==> config.mk <==
export PLATFORM = sky130hd
export DESIGN_NAME = fp_to_int_converter_flat
export DESIGN_NICKNAME = d
export VERILOG_FILES = /design/src/rtl/fp_to_int_converter_if.sv /design/src/rtl/fp_to_int_converter.sv /design/src/flat_wrapper.sv
export SDC_FILE = /design/constraint.sdc
export NUM_CORES = 1
export LEC_CHECK = 0
export ABC_AREA = 1
export BUFFER_PORTS_ARGS = -buffer_cell sky130_fd_sc_hd__buf_2
export CAP_MARGIN = 20
export CORE_UTILIZATION = 45
export CTS_CLUSTER_SIZE = 24
export DETAILED_ROUTE_END_ITERATION = 6
export RECOVER_POWER = 100
export SYNTH_ARGS = -nofsm -noshare
export SYNTH_HDL_FRONTEND = slang
export SYNTH_SLANG_ARGS = --single-unit
==> constraint.sdc <==
create_clock -name clk -period 6 [get_ports clk]
set_input_delay 0.3 -clock clk [delete_from_list [all_inputs] [get_ports clk]]
set_output_delay 0.3 -clock clk [all_outputs]
set_load 0.02 [all_outputs]
==> src/rtl/fp_to_int_converter_if.sv <==
// Operand and result handshake bundle between an FP producer and fp_to_int_converter.
interface fp_to_int_converter_if #(
  parameter int unsigned OUT_WIDTH = 32
);
  logic [31:0]          input_a;
  logic                 input_a_stb;
  logic                 input_a_ack;
  logic [OUT_WIDTH-1:0] output_z;
  logic [1:0]           output_z_flg;
  logic                 output_z_stb;
  logic                 output_z_ack;

  modport master (
    output input_a, input_a_stb, output_z_ack,
    input  input_a_ack, output_z, output_z_flg, output_z_stb
  );

  modport slave (
    input  input_a, input_a_stb, output_z_ack,
    output input_a_ack, output_z, output_z_flg, output_z_stb
  );
endinterface

==> src/rtl/fp_to_int_converter.sv <==
// Converts a binary32 word to a saturating signed integer (round toward zero)
// with invalid/inexact flags, using the multiplier's stb/ack handshake.
module fp_to_int_converter #(
  parameter int unsigned OUT_WIDTH = 32
) (
  input  logic                  clk,
  input  logic                  rst,
  fp_to_int_converter_if.slave  bus
);

  localparam logic [OUT_WIDTH-1:0] Z_MAX = {1'b0, {(OUT_WIDTH-1){1'b1}}};
  localparam logic [OUT_WIDTH-1:0] Z_MIN = {1'b1, {(OUT_WIDTH-1){1'b0}}};
  localparam logic signed [9:0]    E_SAT = 10'(OUT_WIDTH - 1);
  localparam logic signed [9:0]    E_M   = 10'sd23;

  typedef enum logic [1:0] {GET_A, UNPACK, CONVERT, PUT_Z} state_t;

  state_t               state_q, state_d;
  logic [31:0]          a_q, a_d;
  logic                 s_q, s_d;
  logic signed [9:0]    e_q, e_d;
  logic [23:0]          m_q, m_d;
  logic                 exp_max_q, exp_max_d;
  logic                 exp_zero_q, exp_zero_d;
  logic                 mant_nz_q, mant_nz_d;
  logic                 ack_q, ack_d;
  logic                 stb_q, stb_d;
  logic [OUT_WIDTH-1:0] z_q, z_d;
  logic [1:0]           flg_q, flg_d;

  logic [63:0]          wide;
  logic [OUT_WIDTH-1:0] mag;
  logic [OUT_WIDTH-1:0] conv_z;
  logic [1:0]           conv_flg;

  // Integer result and flags from the unpacked operand.
  always_comb begin
    wide     = '0;
    mag      = '0;
    conv_z   = '0;
    conv_flg = 2'b00;
    if (e_q >= E_M) wide = 64'(m_q) << (e_q - E_M);
    else            wide = 64'(m_q) >> (E_M - e_q);
    mag = wide[OUT_WIDTH-1:0];
    if (exp_max_q && mant_nz_q) begin
      conv_z   = Z_MIN;
      conv_flg = 2'b10;
    end else if (exp_max_q) begin
      conv_z   = s_q ? Z_MIN : Z_MAX;
      conv_flg = 2'b10;
    end else if (exp_zero_q) begin
      conv_flg = {1'b0, mant_nz_q};
    end else if (e_q[9]) begin
      conv_flg = 2'b01;
    end else if (e_q >= E_SAT) begin
      // -2^(W-1) is the one out-of-range-looking value that is representable
      if (s_q && (e_q == E_SAT) && !mant_nz_q) begin
        conv_z = Z_MIN;
      end else begin
        conv_z   = s_q ? Z_MIN : Z_MAX;
        conv_flg = 2'b10;
      end
    end else begin
      conv_z   = s_q ? -mag : mag;
      conv_flg = {1'b0, (e_q < E_M) && ((wide << (E_M - e_q)) != 64'(m_q))};
    end
  end

  // Next-state and registered-output logic.
  always_comb begin
    state_d    = state_q;
    a_d        = a_q;
    s_d        = s_q;
    e_d        = e_q;
    m_d        = m_q;
    exp_max_d  = exp_max_q;
    exp_zero_d = exp_zero_q;
    mant_nz_d  = mant_nz_q;
    ack_d      = ack_q;
    stb_d      = stb_q;
    z_d        = z_q;
    flg_d      = flg_q;
    case (state_q)
      GET_A: begin
        ack_d = 1'b1;
        if (bus.input_a_stb && ack_q) begin
          a_d     = bus.input_a;
          ack_d   = 1'b0;
          state_d = UNPACK;
        end
      end
      UNPACK: begin
        s_d        = a_q[31];
        e_d        = $signed({2'b00, a_q[30:23]}) - 10'sd127;
        m_d        = {1'b1, a_q[22:0]};
        exp_max_d  = &a_q[30:23];
        exp_zero_d = ~|a_q[30:23];
        mant_nz_d  = |a_q[22:0];
        state_d    = CONVERT;
      end
      CONVERT: begin
        z_d     = conv_z;
        flg_d   = conv_flg;
        stb_d   = 1'b1;
        state_d = PUT_Z;
      end
      PUT_Z: begin
        if (stb_q && bus.output_z_ack) begin
          stb_d   = 1'b0;
          ack_d   = 1'b1;
          state_d = GET_A;
        end
      end
      default: state_d = GET_A;
    endcase
  end

  always_ff @(posedge clk) begin
    if (rst) begin
      state_q    <= GET_A;
      a_q        <= '0;
      s_q        <= 1'b0;
      e_q        <= '0;
      m_q        <= '0;
      exp_max_q  <= 1'b0;
      exp_zero_q <= 1'b0;
      mant_nz_q  <= 1'b0;
      ack_q      <= 1'b0;
      stb_q      <= 1'b0;
      z_q        <= '0;
      flg_q      <= 2'b00;
    end else begin
      state_q    <= state_d;
      a_q        <= a_d;
      s_q        <= s_d;
      e_q        <= e_d;
      m_q        <= m_d;
      exp_max_q  <= exp_max_d;
      exp_zero_q <= exp_zero_d;
      mant_nz_q  <= mant_nz_d;
      ack_q      <= ack_d;
      stb_q      <= stb_d;
      z_q        <= z_d;
      flg_q      <= flg_d;
    end
  end

  assign bus.input_a_ack  = ack_q;
  assign bus.output_z_stb = stb_q;
  assign bus.output_z     = z_q;
  assign bus.output_z_flg = flg_q;

endmodule
==> src/flat_wrapper.sv <==
// flat-port wrapper written by rule: the top's interface ports become plain ports
module fp_to_int_converter_flat 
#(
  parameter int unsigned OUT_WIDTH = 32
)
  (clk, rst, bus_input_a, bus_input_a_stb, bus_output_z_ack, bus_input_a_ack, bus_output_z, bus_output_z_flg, bus_output_z_stb);
  fp_to_int_converter_if #(.OUT_WIDTH(OUT_WIDTH)) bus_i ();
  input  logic clk;
  input  logic rst;
  input wire logic [$bits(bus_i.input_a)-1:0] bus_input_a;
  input wire logic [$bits(bus_i.input_a_stb)-1:0] bus_input_a_stb;
  input wire logic [$bits(bus_i.output_z_ack)-1:0] bus_output_z_ack;
  output wire logic [$bits(bus_i.input_a_ack)-1:0] bus_input_a_ack;
  output wire logic [$bits(bus_i.output_z)-1:0] bus_output_z;
  output wire logic [$bits(bus_i.output_z_flg)-1:0] bus_output_z_flg;
  output wire logic [$bits(bus_i.output_z_stb)-1:0] bus_output_z_stb;
  assign bus_i.input_a = bus_input_a;
  assign bus_i.input_a_stb = bus_input_a_stb;
  assign bus_i.output_z_ack = bus_output_z_ack;
  assign bus_input_a_ack = bus_i.input_a_ack;
  assign bus_output_z = bus_i.output_z;
  assign bus_output_z_flg = bus_i.output_z_flg;
  assign bus_output_z_stb = bus_i.output_z_stb;
  fp_to_int_converter #(.OUT_WIDTH(OUT_WIDTH)) u_core (.clk(clk), .rst(rst), .bus(bus_i));
endmodule
==> results.txt <==
The via count of the first global-routing pass is 11,563. The worst setup margin is 0.636 ns. The total number of clock tree sinks came out at 107. At the placement stage, the worst setup path has a slack of 1.44 ns. The synthesis-to-finish area growth is 4.90%. The initial antenna violation count is 0. Among all stages on the critical path, the largest delay is contributed by sky130_fd_sc_hd__clkinv_1.

The clock latency reported for the late side of the worst-skew pair is 0.38 ns. The routability congestion estimate came out at 1.00. The leftover overflow at the end of global routing came out at 0. The start-to-end type of the worst setup path is flop to flop. In this run the power density over the cells is 720 mW/mm2. Measured along the y axis, the die boundary spans 156 um. The netlist area before placement came out at 0.0107 mm2. The core region area came out at 0.0234 mm2. The CTS H-tree depth came out at 3. The worst slew margin relative to its limit is -0.362.

The time the final worst path needs with I/O delays and setup is 5.36 ns. The checks that failed: capacitance limit, slew limit. The width of the die came out at 156 um. The first-iteration detailed-routing DRC count is 1,427. The global-route wire length before repair is 65,000 um.

The count of input and output buffers came out at 71. The post-synthesis sequential area ratio is 0.200. Synthesis inferred 107 register bits. In the final routed layout, each cell accounts on average for 18.8 um. The layout cell share with drive strength beyond 1 is 0.0668. In this run the static leakage power is 0.00495 uW.

The number of remaining DRC errors is 0. The category of cells accounting for the largest share of critical-path delay is simple AND/OR/NAND/NOR gates. The initial core utilization is 0.457.

The total iterations of the first detailed-routing run came out at 6. Yosys mapped a number of flops with a built-in enable equal to 0. The number of gates resized after CTS was 0.

The longest individual stage delay on the worst path came out at 0.88 ns. The average via count per standard cell is 6.00. The root buffer cell chosen for the clock tree is sky130_fd_sc_hd__clkbuf_16. The highest ir drop seen on vdd is 0.000378 V. The repair_antennas step left the layout with diodes totalling 0. The number of hold-slack violations in the final timing report is 0. The count of cell types in the netlist is 49. Entering global routing, the biggest net connects 65 pins. The signal on the critical path passes through buf_4 -> clkinv_1 -> nand2_1 -> nand3_1 -> a21oi_1 -> nand2_1 -> nand3_1 -> nand2_1 -> nor2_4 -> nand2_1 -> nor3_1 -> nand2_1 -> clkinvlp_2 -> nand4_1 -> or2_0 -> or3b_1 -> nand2_1 -> nand2_1 -> nand2_1 -> nand3_1 -> a21oi_2. The count of nets after finishing came out at 1,913.

The number of clock buffers inserted by TritonCTS is 9. The largest fanout on the critical path came out at 52. Synthesis produced a netlist with a net count of 1,945. The measured slew at the worst slew-check pin is 2.04 ns. The post-synthesis area per instance came out at 5.64 um2. The number of setup buffers added after CTS is 0. Summed over all layers, the routed wires come to 41,200 um. TritonCTS built the clock tree. The cell that appears most often on the critical path is sky130_fd_sc_hd__nand2_1. The number of buffer and inverter stages on the critical path is 3. The clock input transition at the sequential cells of the worst setup and hold paths came out at 0.09 ns. For this run, the number of Yosys warnings is 0. For this run, asynchronously set or reset flops after synthesis account for 0.

Data arrives at the worst endpoint at 5.67 ns. The buffer depth of the longest clock path is 2. Setup violations remaining at the end of the flow were counted as 0. Dividing the final minimum period by the clock period gives 0.894. Summed over all failing endpoints, the final setup total negative slack is 0 ns. The total routing resource utilization after global routing came out at 0.341. Setup repair after global routing left no endpoint under its margin.

STA classifies the critical path endpoint as a flop. After clock tree synthesis, the flow added hold-fix buffers numbering 0. The max-slew violation count is 163. The total of max-cap violations came out at 3. The flow ran to the end, but the final reports show violations. Detailed placement finished with a half-perimeter wire length of 30,500 um. Timing would allow up to 0.186 GHz. After technology mapping, the gate count stands at 1,898. The detail route stage leaves a number of antenna-violating nets equal to 0. The type of origin of the critical path is a flop. The required time reported for the critical path endpoint is 6.31 ns. In this run the worst hold path is classified as primary input to flop.

The primary flip-flop cell chosen by synthesis mapping is sky130_fd_sc_hd__dfxtp_1. The area of the die came out at 0.0244 mm2. The number of vias in the routed layout is 13,127. Pin placement for this block handled 72 I/O pins.

The setup skew after layout is 0.0187 ns. The site row count came out at 56.
## area by class of cell
| type | count | area, um2 |
|---|---|---|
| Tap cell | 319 | 399 |
| Clock inverter | 5 | 62.6 |
| Clock buffer | 10 | 229 |
| Inverter | 128 | 484 |
| Multi-Input combinational cell | 1526 | 7420 |
| Fill cell | 2616 | 12200 |
| Sequential cell | 107 | 2140 |
| Timing Repair Buffer | 94 | 483 |
## report_power, final
group | internal, uW | switching (uW) | total (uW)
Combinational | 1710 | 4480 | 6190
Sequential | 955 | 299 | 1250
Clock | 325 | 310 | 635
## state kept, by name (all words and copies together) (netlist names)
register,flops
u_core.state_q,2
u_core.bus.input_a_ack,1
u_core.exp_zero_q,1
u_core.exp_max_q,1
u_core.m_q,24
u_core.mant_nz_q,1
u_core.bus.output_z,32
u_core.bus.output_z_stb,1
u_core.e_q,9
u_core.a_q,32
u_core.s_q,1
u_core.bus.output_z_flg,2
## path summary, 6_finish.rpt
kind | from | to | slack [ns] | cells past startpoint
min | bus_output_z_ack | u_core.bus.output_z_stb | 0.14 | 2
max reg2reg | u_core.e_q[1] | u_core.bus.output_z[31] | 0.64 | 21
min reg2reg | u_core.bus.output_z[21] | u_core.bus.output_z[21] | 0.46 | 2
max | u_core.e_q[1] | u_core.bus.output_z[31] | 0.64 | 21
## metal layers
layer  track usage  wire [um]
met5             0          0
met4         0.151       1870
met3        0.0436       3700
met2         0.534      18000
met1         0.464      17700
## Yosys cell counts, types with 2 or more instances
cell	n	area, um2
sky130_fd_sc_hd__buf_1	30	113
sky130_fd_sc_hd__buf_4	2	15.0
sky130_fd_sc_hd__buf_2	26	130
sky130_fd_sc_hd__a31oi_1	16	100
sky130_fd_sc_hd__nor2_2	4	25.0
sky130_fd_sc_hd__nor3_2	2	20.0
sky130_fd_sc_hd__nor2_4	4	45.0
sky130_fd_sc_hd__xnor2_1	2	17.5
sky130_fd_sc_hd__o21ai_1	6	30.0
sky130_fd_sc_hd__nand3_1	411	2060
sky130_fd_sc_hd__clkinv_1	7	26.3
sky130_fd_sc_hd__or2_2	3	18.8
sky130_fd_sc_hd__nand4_1	101	632
sky130_fd_sc_hd__nor2_1	74	278
sky130_fd_sc_hd__buf_6	10	113
sky130_fd_sc_hd__o21a_1	5	37.5
sky130_fd_sc_hd__nand3b_1	5	37.5
sky130_fd_sc_hd__o211ai_1	2	15.0
sky130_fd_sc_hd__o311ai_0	2	17.5
sky130_fd_sc_hd__clkbuf_1	69	259
sky130_fd_sc_hd__xor2_1	11	96.3
sky130_fd_sc_hd__inv_1	106	398
sky130_fd_sc_hd__o31ai_1	7	52.6
sky130_fd_sc_hd__ha_1	11	138
sky130_fd_sc_hd__nand3_2	12	120
sky130_fd_sc_hd__a21oi_2	2	17.5
sky130_fd_sc_hd__nand2_1	531	1990
sky130_fd_sc_hd__dfxtp_1	107	2140
sky130_fd_sc_hd__o21ai_0	123	616
sky130_fd_sc_hd__nand2_4	3	33.8
sky130_fd_sc_hd__nand2_2	16	100
sky130_fd_sc_hd__nand4_2	2	25.0
sky130_fd_sc_hd__nor3_1	22	110
sky130_fd_sc_hd__a21oi_1	132	661
sky130_fd_sc_hd__nor4_1	6	37.5
sky130_fd_sc_hd__inv_2	13	48.8
## kinds of logic (layout without fill, tap and decap cells)
| group | count (synthesis) | in the layout | synth area share |
|---|---|---|---|
| DFF | 107 | 107 | 0.200 |
| adders and majority gates | 11 | 11 | 0.0129 |
| and+or+nand+nor | 1202 | 1202 | 0.522 |
| buffers and inverters | 265 | 237 | 0.104 |
| AOI/OAI and AO/OA | 299 | 299 | 0.147 |
| xor gates and xnor gates | 14 | 14 | 0.0132 |
## cells in the final DEF, fill, tap and decap left out, drive strengths merged, types with 16 or more instances in the layout
| cell type | count |
|---|---|
| o21ai | 129 |
| inv | 120 |
| dfxtp | 107 |
| nand4 | 103 |
| nor3 | 25 |
| a21oi | 134 |
| clkbuf | 50 |
| nand2 | 550 |
| buf | 54 |
| nand3 | 423 |
| a31oi | 16 |
| nor2 | 82 |
## per-stage QoR
stage,hold WS [ns],instances,utilization,total power (uW),cell area (um2)
after detailed placement,0.453,2173,0.471,7370,11000
after global routing,0.147,2189,0.480,8780,11200
after global placement,0.450,2173,0.471,7360,11000
after floorplan,0.411,1898,-,5820,10700
after CTS,0.132,2188,0.483,8020,11300
final,0.139,2189,0.480,8080,11200
Power figures use the tool's default switching activity.
